**config.mk**
```make
export PLATFORM = sky130hd
export DESIGN_NAME = line_nav_sequencer
export DESIGN_NICKNAME = d
export VERILOG_FILES = /design/src/rtl/nav_pkg.sv /design/src/rtl/sensor_debounce.sv /design/src/rtl/line_nav_sequencer.sv
export SDC_FILE = /design/constraint.sdc
export NUM_CORES = 1
export LEC_CHECK = 0
export CORE_MARGIN = 2
export CORE_UTILIZATION = 29
export DETAILED_ROUTE_END_ITERATION = 12
export PLACE_DENSITY = 0.48
export SETUP_SLACK_MARGIN = 0.3
export SYNTH_ARGS = -nofsm -noshare
export SYNTH_HDL_FRONTEND = slang
export SYNTH_HIERARCHICAL = 1
export SYNTH_SLANG_ARGS = --single-unit
export TNS_END_PERCENT = 50
```
**constraint.sdc**
```tcl
create_clock -name clk -period 8.64 [get_ports clk]
set_input_delay 1.728 -clock clk [delete_from_list [all_inputs] [get_ports clk]]
set_output_delay 1.728 -clock clk [all_outputs]
set_load 0.01 [all_outputs]
```
**src/rtl/nav_pkg.sv**
```systemverilog
// Shared definitions for the line navigation sequencer.
// Contents:
//   - drive command encodings (identical to the drive block's decoder)
//   - per-node route actions stored in the route FIFO
//   - sequencer state enumeration
package nav_pkg;

  localparam logic [2:0] CMD_STOP  = 3'b000;
  localparam logic [2:0] CMD_FWD   = 3'b001;
  localparam logic [2:0] CMD_LEFT  = 3'b010;
  localparam logic [2:0] CMD_RIGHT = 3'b011;
  localparam logic [2:0] CMD_UTURN = 3'b100;

  localparam logic [1:0] ACT_STRAIGHT = 2'b00;
  localparam logic [1:0] ACT_LEFT     = 2'b01;
  localparam logic [1:0] ACT_RIGHT    = 2'b10;
  localparam logic [1:0] ACT_UTURN    = 2'b11;

  typedef enum logic [2:0] {
    ST_IDLE,
    ST_FOLLOW,
    ST_CROSS,
    ST_TURN,
    ST_UTURN_REQ,
    ST_UTURN_WAIT,
    ST_FINISH,
    ST_LOST
  } nav_state_e;

endpackage

```
**src/rtl/sensor_debounce.sv**
```systemverilog
// Per-bit 2-FF synchronizer followed by a stability filter.
// A bit's stable value changes only after the synchronized input has
// disagreed with it for DEBOUNCE_CYCLES consecutive cycles.
// Ports:
//   clk       system clock
//   rst       asynchronous active-high reset (stable value clears to 0)
//   raw_i     asynchronous input bits
//   stable_o  filtered bits, synchronous to clk
module sensor_debounce #(
  parameter int WIDTH           = 3,
  parameter int DEBOUNCE_CYCLES = 4
) (
  input  logic             clk,
  input  logic             rst,
  input  logic [WIDTH-1:0] raw_i,
  output logic [WIDTH-1:0] stable_o
);

  localparam int CW = (DEBOUNCE_CYCLES > 1) ? $clog2(DEBOUNCE_CYCLES) : 1;
  localparam logic [CW-1:0] RELOAD = CW'(DEBOUNCE_CYCLES - 1);

  logic [WIDTH-1:0] meta_q;
  logic [WIDTH-1:0] sync_q;
  logic [WIDTH-1:0] stable_q;
  logic [CW-1:0]    cnt_q [WIDTH];

  always_ff @(posedge clk or posedge rst) begin
    if (rst) begin
      meta_q   <= '0;
      sync_q   <= '0;
      stable_q <= '0;
      for (int i = 0; i < WIDTH; i++) cnt_q[i] <= RELOAD;
    end else begin
      meta_q <= raw_i;
      sync_q <= meta_q;
      // Down-counter restarts whenever the input agrees with the stable value,
      // so only an uninterrupted run of the new value gets through.
      for (int i = 0; i < WIDTH; i++) begin
        if (sync_q[i] == stable_q[i]) begin
          cnt_q[i] <= RELOAD;
        end else if (cnt_q[i] == '0) begin
          stable_q[i] <= sync_q[i];
          cnt_q[i]    <= RELOAD;
        end else begin
          cnt_q[i] <= cnt_q[i] - CW'(1);
        end
      end
    end
  end

  assign stable_o = stable_q;

endmodule

```
**src/rtl/line_nav_sequencer.sv**
```systemverilog
// Line-following navigation sequencer: converts three line sensors and a
// preloaded per-node route into cmd/base_speed for the drive block.
// Ports:
//   clk, rst        system clock, asynchronous active-high reset
//   sensor          raw {left, centre, right} line sensors, 1 = on line
//   path_wr_en/data push a node action into the route FIFO
//   start           pulse: begin or resume navigation
//   robot_busy      drive block busy executing a U-turn
//   cmd, base_speed registered drive command and speed
//   path_full       route FIFO full
//   path_count      route entries stored
//   done            route exhausted at a node
//   lost            line lost or turn search timed out
//
// state          | meaning
// ---------------+-------------------------------------------------------
// ST_IDLE        | stopped after reset, waiting for start
// ST_FOLLOW      | tracking the line, watching for nodes and line loss
// ST_CROSS       | driving straight to carry the chassis over a node
// ST_TURN        | spinning until centre leaves then re-finds the line
// ST_UTURN_REQ   | requesting a U-turn until the drive block goes busy
// ST_UTURN_WAIT  | holding STOP until the drive block finishes the U-turn
// ST_FINISH      | route exhausted, done asserted, waiting for start
// ST_LOST        | error stop, lost asserted, waiting for start
module line_nav_sequencer
  import nav_pkg::*;
#(
  parameter int         DEBOUNCE_CYCLES = 4,
  parameter int         CROSS_TICKS     = 1_000_000,
  parameter int         LOST_TICKS      = 5_000_000,
  parameter int         TURN_TIMEOUT    = 40_000_000,
  parameter logic [7:0] SPEED_FWD       = 8'd200,
  parameter logic [7:0] SPEED_TURN      = 8'd140,
  parameter int         PATH_DEPTH      = 16
) (
  input  logic                         clk,
  input  logic                         rst,
  input  logic [2:0]                   sensor,
  input  logic                         path_wr_en,
  input  logic [1:0]                   path_wr_data,
  input  logic                         start,
  input  logic                         robot_busy,
  output logic [2:0]                   cmd,
  output logic [7:0]                   base_speed,
  output logic                         path_full,
  output logic [$clog2(PATH_DEPTH):0]  path_count,
  output logic                         done,
  output logic                         lost
);

  localparam int PW   = $clog2(PATH_DEPTH);
  localparam int CNTW = PW + 1;
  localparam int TMAX_A = (CROSS_TICKS > LOST_TICKS) ? CROSS_TICKS : LOST_TICKS;
  localparam int TMAX   = (TMAX_A > TURN_TIMEOUT) ? TMAX_A : TURN_TIMEOUT;
  localparam int TW     = $clog2(TMAX + 1);

  localparam logic [TW-1:0] CROSS_RELOAD = TW'(CROSS_TICKS - 1);
  localparam logic [TW-1:0] LOST_RELOAD  = TW'(LOST_TICKS - 1);
  localparam logic [TW-1:0] TURN_RELOAD  = TW'(TURN_TIMEOUT - 1);

  // ---------------- sensor conditioning ----------------
  logic [2:0] stable;

  sensor_debounce #(
    .WIDTH          (3),
    .DEBOUNCE_CYCLES(DEBOUNCE_CYCLES)
  ) u_debounce (
    .clk     (clk),
    .rst     (rst),
    .raw_i   (sensor),
    .stable_o(stable)
  );

  logic armed_q, armed_d;
  logic node_ev;

  assign node_ev = armed_q && (stable == 3'b111);

  always_comb begin
    armed_d = armed_q;
    if (node_ev)                  armed_d = 1'b0;
    else if (stable != 3'b111)    armed_d = 1'b1;
  end

  // ---------------- route FIFO ----------------
  logic [1:0]      mem_q [PATH_DEPTH];
  logic [PW-1:0]   wr_ptr_q, wr_ptr_d;
  logic [PW-1:0]   rd_ptr_q, rd_ptr_d;
  logic [CNTW-1:0] count_q, count_d;
  logic            fifo_empty, fifo_full;
  logic            push, pop;
  logic [1:0]      fifo_head;

  assign fifo_empty = (count_q == '0);
  assign fifo_full  = (count_q == CNTW'(PATH_DEPTH));
  // A write while full is dropped even if a pop happens in the same cycle.
  assign push       = path_wr_en && !fifo_full;
  assign fifo_head  = mem_q[rd_ptr_q];

  always_comb begin
    wr_ptr_d = push ? wr_ptr_q + PW'(1) : wr_ptr_q;
    rd_ptr_d = pop  ? rd_ptr_q + PW'(1) : rd_ptr_q;
    count_d  = count_q;
    case ({push, pop})
      2'b10:   count_d = count_q + CNTW'(1);
      2'b01:   count_d = count_q - CNTW'(1);
      default: count_d = count_q;
    endcase
  end

  always_ff @(posedge clk) begin
    if (push) mem_q[wr_ptr_q] <= path_wr_data;
  end

  // ---------------- sequencer FSM ----------------
  nav_state_e     state_q, state_d;
  logic [TW-1:0]  timer_q, timer_d;
  logic           timer_done;
  logic           phase_q, phase_d;           // TURN: 0 = wait centre off, 1 = wait centre on
  logic           cross_turn_q, cross_turn_d; // CROSS continues into TURN
  logic           turn_left_q, turn_left_d;
  logic [2:0]     cmd_q, cmd_d;
  logic [7:0]     speed_q, speed_d;
  logic           done_q, done_d;
  logic           lost_q, lost_d;

  assign timer_done = (timer_q == '0);

  always_comb begin
    state_d      = state_q;
    timer_d      = timer_q;
    phase_d      = phase_q;
    cross_turn_d = cross_turn_q;
    turn_left_d  = turn_left_q;
    pop          = 1'b0;

    case (state_q)
      ST_IDLE: begin
        if (start) state_d = ST_FOLLOW;
      end
      ST_FOLLOW: begin
        if (node_ev) begin
          if (fifo_empty) begin
            state_d = ST_FINISH;
          end else begin
            pop = 1'b1;
            case (fifo_head)
              ACT_STRAIGHT: begin
                state_d      = ST_CROSS;
                cross_turn_d = 1'b0;
              end
              ACT_LEFT: begin
                state_d      = ST_CROSS;
                cross_turn_d = 1'b1;
                turn_left_d  = 1'b1;
              end
              ACT_RIGHT: begin
                state_d      = ST_CROSS;
                cross_turn_d = 1'b1;
                turn_left_d  = 1'b0;
              end
              default: state_d = ST_UTURN_REQ;
            endcase
          end
        end else if (stable == 3'b000) begin
          if (timer_done) state_d = ST_LOST;
          else            timer_d = timer_q - TW'(1);
        end else begin
          // Line seen again: loss must be consecutive cycles of 000.
          timer_d = LOST_RELOAD;
        end
      end
      ST_CROSS: begin
        if (timer_done) state_d = cross_turn_q ? ST_TURN : ST_FOLLOW;
        else            timer_d = timer_q - TW'(1);
      end
      ST_TURN: begin
        if (phase_q && stable[1]) begin
          state_d = ST_FOLLOW;
        end else if (timer_done) begin
          state_d = ST_LOST;
        end else begin
          timer_d = timer_q - TW'(1);
          if (!stable[1]) phase_d = 1'b1;
        end
      end
      ST_UTURN_REQ: begin
        if (robot_busy) state_d = ST_UTURN_WAIT;
      end
      ST_UTURN_WAIT: begin
        // Only reachable with busy high, so any low level is the fall.
        if (!robot_busy) state_d = ST_FOLLOW;
      end
      ST_FINISH, ST_LOST: begin
        if (start) state_d = ST_FOLLOW;
      end
      default: state_d = ST_IDLE;
    endcase

    // Every state entry restarts the timer and the turn phase.
    if (state_d != state_q) begin
      phase_d = 1'b0;
      case (state_d)
        ST_CROSS: timer_d = CROSS_RELOAD;
        ST_TURN:  timer_d = TURN_RELOAD;
        default:  timer_d = LOST_RELOAD;
      endcase
    end
  end

  // Outputs are decided from the state being entered and registered.
  always_comb begin
    cmd_d   = cmd_q;
    speed_d = speed_q;
    case (state_d)
      ST_FOLLOW: begin
        case (stable)
          3'b010: begin
            cmd_d   = CMD_FWD;
            speed_d = SPEED_FWD;
          end
          3'b100, 3'b110: begin
            cmd_d   = CMD_LEFT;
            speed_d = SPEED_TURN;
          end
          3'b001, 3'b011: begin
            cmd_d   = CMD_RIGHT;
            speed_d = SPEED_TURN;
          end
          default: ; // 000, 101, 111: hold the last command
        endcase
      end
      ST_CROSS: begin
        cmd_d   = CMD_FWD;
        speed_d = SPEED_FWD;
      end
      ST_TURN: begin
        cmd_d   = turn_left_d ? CMD_LEFT : CMD_RIGHT;
        speed_d = SPEED_TURN;
      end
      ST_UTURN_REQ: begin
        cmd_d   = CMD_UTURN;
        speed_d = SPEED_TURN;
      end
      default: begin
        cmd_d   = CMD_STOP;
        speed_d = 8'd0;
      end
    endcase
    done_d = (state_d == ST_FINISH);
    lost_d = (state_d == ST_LOST);
  end

  always_ff @(posedge clk or posedge rst) begin
    if (rst) begin
      state_q      <= ST_IDLE;
      timer_q      <= '0;
      phase_q      <= 1'b0;
      cross_turn_q <= 1'b0;
      turn_left_q  <= 1'b0;
      cmd_q        <= CMD_STOP;
      speed_q      <= 8'd0;
      done_q       <= 1'b0;
      lost_q       <= 1'b0;
      armed_q      <= 1'b1;
      wr_ptr_q     <= '0;
      rd_ptr_q     <= '0;
      count_q      <= '0;
    end else begin
      state_q      <= state_d;
      timer_q      <= timer_d;
      phase_q      <= phase_d;
      cross_turn_q <= cross_turn_d;
      turn_left_q  <= turn_left_d;
      cmd_q        <= cmd_d;
      speed_q      <= speed_d;
      done_q       <= done_d;
      lost_q       <= lost_d;
      armed_q      <= armed_d;
      wr_ptr_q     <= wr_ptr_d;
      rd_ptr_q     <= rd_ptr_d;
      count_q      <= count_d;
    end
  end

  assign cmd        = cmd_q;
  assign base_speed = speed_q;
  assign path_full  = fifo_full;
  assign path_count = count_q;
  assign done       = done_q;
  assign lost       = lost_q;

endmodule

```
==> results.py <==
metrics = {
    "floorplan": {
        "start_util_pct": 29.6,
        "row_count": 49,
        "core_um2": 18000,
        "die_area_um2": 19500,
        "die_h_um": 140,
        "fp.dieW_um": 140,
        "io_pins": 29,
    },
    "placement": {
        "portBuffers": 24,
        "dpl.hpwl_mm": 8.32,
        "gp_congestion": 0.844,
    },
    "clocking": {
        "cts_tree": "done",
        "holdBufCountCts": 0,
        "cts-htree-levels": 3,
        "insertion_delay_ns": 0.35,
        "clock_sinks": 101,
        "cts_buffers": 9,
        "clockBufferDepth": 2,
        "postCtsSetupRepairBufs": 0,
        "cts-root-buf": "clkbuf_16",
        "clk_pin_slew_ns": 0.07,
        "post_cts_resized": 0,
    },
    "pwr": {
        "p_per_area_nw_per_um2": 336,
        "ir_drop_mv": 0.140,
        "p_leak_uw": 0.00235,
    },
    "detailed_routing": {
        "drtAntennaViolNets": 0,
        "drt_iter0_markers": 201,
        "wl_mm": 11.8,
        "vias": 3724,
        "wl_per_cell_um": 16.2,
        "drt-vias-per-instance": 5.11,
        "first_pass_iters": 5,
        "drc": 0,
    },
    "critical_path": {
        "worstSetupPathType": "reg -> reg",
        "endpoint_kind": "flop",
        "cp.required_ns": 8.87,
        "rr_startpoint": "rd_ptr_q[0]$_DFFE_PP0P_",
        "critical_path.startpoint": "rd_ptr_q[0]$_DFFE_PP0P_",
        "r2r_cells": 9,
        "r2r_setup_slack_ns": 4.39,
        "crit_fanout": 19,
        "crit_arrival_ns": 4.48,
        "r2r-end": "timer_q[18]$_DFFE_PP0P_",
        "startpoint_type": "flop",
        "crit_end": "timer_q[18]$_DFFE_PP0P_",
    },
    "sta": {
        "rsz0062_at_grt": "no",
        "worstMarginPinSlew_ns": 1.04,
        "fmax_ghz": 0.235,
        "final.min_clock_period_ns": 4.25,
        "relSlewSlack_pct": 30.5,
        "setup_tns_ns": 0,
        "fin_crit_sh_pct": 49.2,
        "slew_violations": 0,
        "hold_violations": 0,
        "skew_ns": 0.00783,
        "setup_viol": 0,
    },
    "logic_synthesis": {
        "synth-edff-count": 32,
        "ys.flop_type": "dfrtp_1",
        "syn_inst": 480,
        "synth_top_area_share_pct": 29.1,
        "async_reset_ff_share_pct": 68.3,
        "yosys.area.top_type": "dfrtp_1",
        "ys_ff_latch": 101,
        "ys.warnings.count": 6,
        "syn_area_um2": 5330,
        "synthDistinctLibCells": 72,
        "ys_seq_area_share_pct": 50.6,
        "syn_area_per_cell_um2": 11.1,
        "synth_area_leaders": "dfrtp_1 (29%), edfxtp_1 (18%), mux4_2 (4.2%), ha_1 (4.0%), dfstp_2 (3.5%)",
    },
    "grt": {
        "grt_pass1_wl_mm": 19.7,
        "grt_pass1_vias": 3768,
        "antenna_found_initial": 0,
        "grt_overflow_total": 0,
        "grt.total_usage_pct": 12.5,
        "grt_max_degree": 55,
    },
    "layout": {
        "nNetsFinal": 523,
        "fill_cells": 1820,
        "final_core_util_pct": 33.6,
        "multiInputGateArea_um2": 2390,
        "drive_gt1_share_pct": 12.4,
        "syn_to_final_growth_pct": 13.8,
        "diodes": 0,
        "seqCellArea_um2": 2700,
    },
    "hold_path": {
        "worstHoldPathType": "reg -> reg",
    },
    "status": {
        "status": "finished clean",
    },
    "run": {
        "cap_violations": 0,
    },
}
worst min-delay path by stage:
stage                                               from                        endpoint  slack [ns]  cells after the start
after floorplan           u_debounce/meta_q[0]$_DFF_PP0_  u_debounce/sync_q[0]$_DFF_PP0_        0.33                      0
after global placement    u_debounce/meta_q[1]$_DFF_PP0_  u_debounce/sync_q[1]$_DFF_PP0_        0.33                      0
after detailed placement  u_debounce/meta_q[0]$_DFF_PP0_  u_debounce/sync_q[0]$_DFF_PP0_        0.34                      0
after CTS                 u_debounce/meta_q[1]$_DFF_PP0_  u_debounce/sync_q[1]$_DFF_PP0_        0.36                      0
after global routing      u_debounce/meta_q[1]$_DFF_PP0_  u_debounce/sync_q[1]$_DFF_PP0_        0.37                      0
final                     u_debounce/meta_q[1]$_DFF_PP0_  u_debounce/sync_q[1]$_DFF_PP0_        0.35                      0
synth_stat cells, types with 9 or more instances:
cell	instances
o21ai_0	14
nor4_1	9
nor2_1	32
nand3_1	14
a21oi_1	18
xnor2_1	18
mux2i_1	11
ha_1	17
dfrtp_1	62
nand2_1	29
inv_1	30
mux4_2	10
clkbuf_1	13
edfxtp_1	32
nor3_1	26
layer usage:
metal,vias up,wire [um],track usage [%]
met5,-,0,0
li1,1786,-,-
met2,63,5810,21.5
met1,1864,5400,16.0
met4,0,127,3.37
met3,11,473,2.72
registers in the layout, summed over array words and instances, names as in the netlist:
| signal | cells |
|---|---|
| done | 1 |
| timer_q | 26 |
| phase_q | 1 |
| mem_q | 32 |
| path_count | 5 |
| cmd | 3 |
| cross_turn_q | 1 |
| u_debounce/meta_q | 3 |
| lost | 1 |
| u_debounce/cnt_q | 6 |
| state_q | 3 |
| wr_ptr_q | 4 |
| u_debounce/sync_q | 3 |
| base_speed | 3 |
| rd_ptr_q | 4 |
| turn_left_q | 1 |
| u_debounce/stable_o | 3 |
| armed_q | 1 |
worst max-delay path: stages (launching register included):
cell and delay (ns):
dfrtp_1 0.74, mux4_2 0.60, mux4_2 0.51, ha_1 0.24
inv_1 0.07, a211oi_1 0.07, o21ai_0 0.39, a41o_1 0.24
and3_1 0.84, mux2_2 0.41
logic make-up after synthesis:
logic type	share of synthesized area, %
AOI/OAI and AO/OA	10.6
xor gates and xnor gates	3.94
adders and majority gates	4.37
buffers and inverters	4.77
DFF	50.6
muxes	7.98
other	0.0704
and+or+nand+nor	17.7
cell type report:
| class | instances | area share [%] |
|---|---|---|
| repair buffers | 27 | 4.33 |
| inverters | 31 | 1.92 |
| multi-input cells | 325 | 39.4 |
| clock inverters | 4 | 0.888 |
| flip-flops and latches | 101 | 44.5 |
| clock buffers | 12 | 4.23 |
| well taps | 229 | 4.73 |
cells in the final DEF (no fill, tap or decap), types with 4 or more instances in the layout:
| cell | instances |
|---|---|
| dfrtp_1 | 62 |
| nor2_1 | 32 |
| edfxtp_1 | 32 |
| inv_1 | 29 |
| nand2_1 | 29 |
| nor3_1 | 26 |
| clkdlybuf4s50_1 | 24 |
| xnor2_1 | 18 |
| a21oi_1 | 18 |
| ha_1 | 17 |
| nand3_1 | 14 |
| o21ai_0 | 14 |
| mux2i_1 | 11 |
| mux4_2 | 10 |
| nor4_1 | 9 |
| clkbuf_16 | 9 |
| nand4_1 | 8 |
| or2_2 | 8 |
| a211oi_1 | 7 |
| dfstp_2 | 7 |
| or3_1 | 6 |
| xor2_1 | 6 |
| or4_1 | 6 |
| and3_1 | 5 |
| a21o_1 | 4 |
| a31oi_1 | 4 |
| mux2_2 | 4 |
| nand2b_1 | 4 |
| mux2_1 | 4 |
| nand3b_1 | 4 |
| conb_1 | 4 |
through the flow:
step	instance area (um^2)	power, uW	setup slack (ns)	instances	hold slack [ns]
2_1_floorplan	5340	1380	5.18	483	0.331
3_3_place_gp	5750	1610	4.12	713	0.333
3_5_place_dp	5750	1620	4.11	713	0.337
4_1_cts	6060	2060	4.41	729	0.356
5_1_grt	6060	2180	4.19	729	0.369
6_report	6060	2030	4.39	729	0.352
power breakdown:
part | switching [uW] | total (uW) | internal, uW
logic | 506 | 866 | 360
clock network | 184 | 427 | 243
registers | 133 | 742 | 609
(Power assumes the default switching activity.)
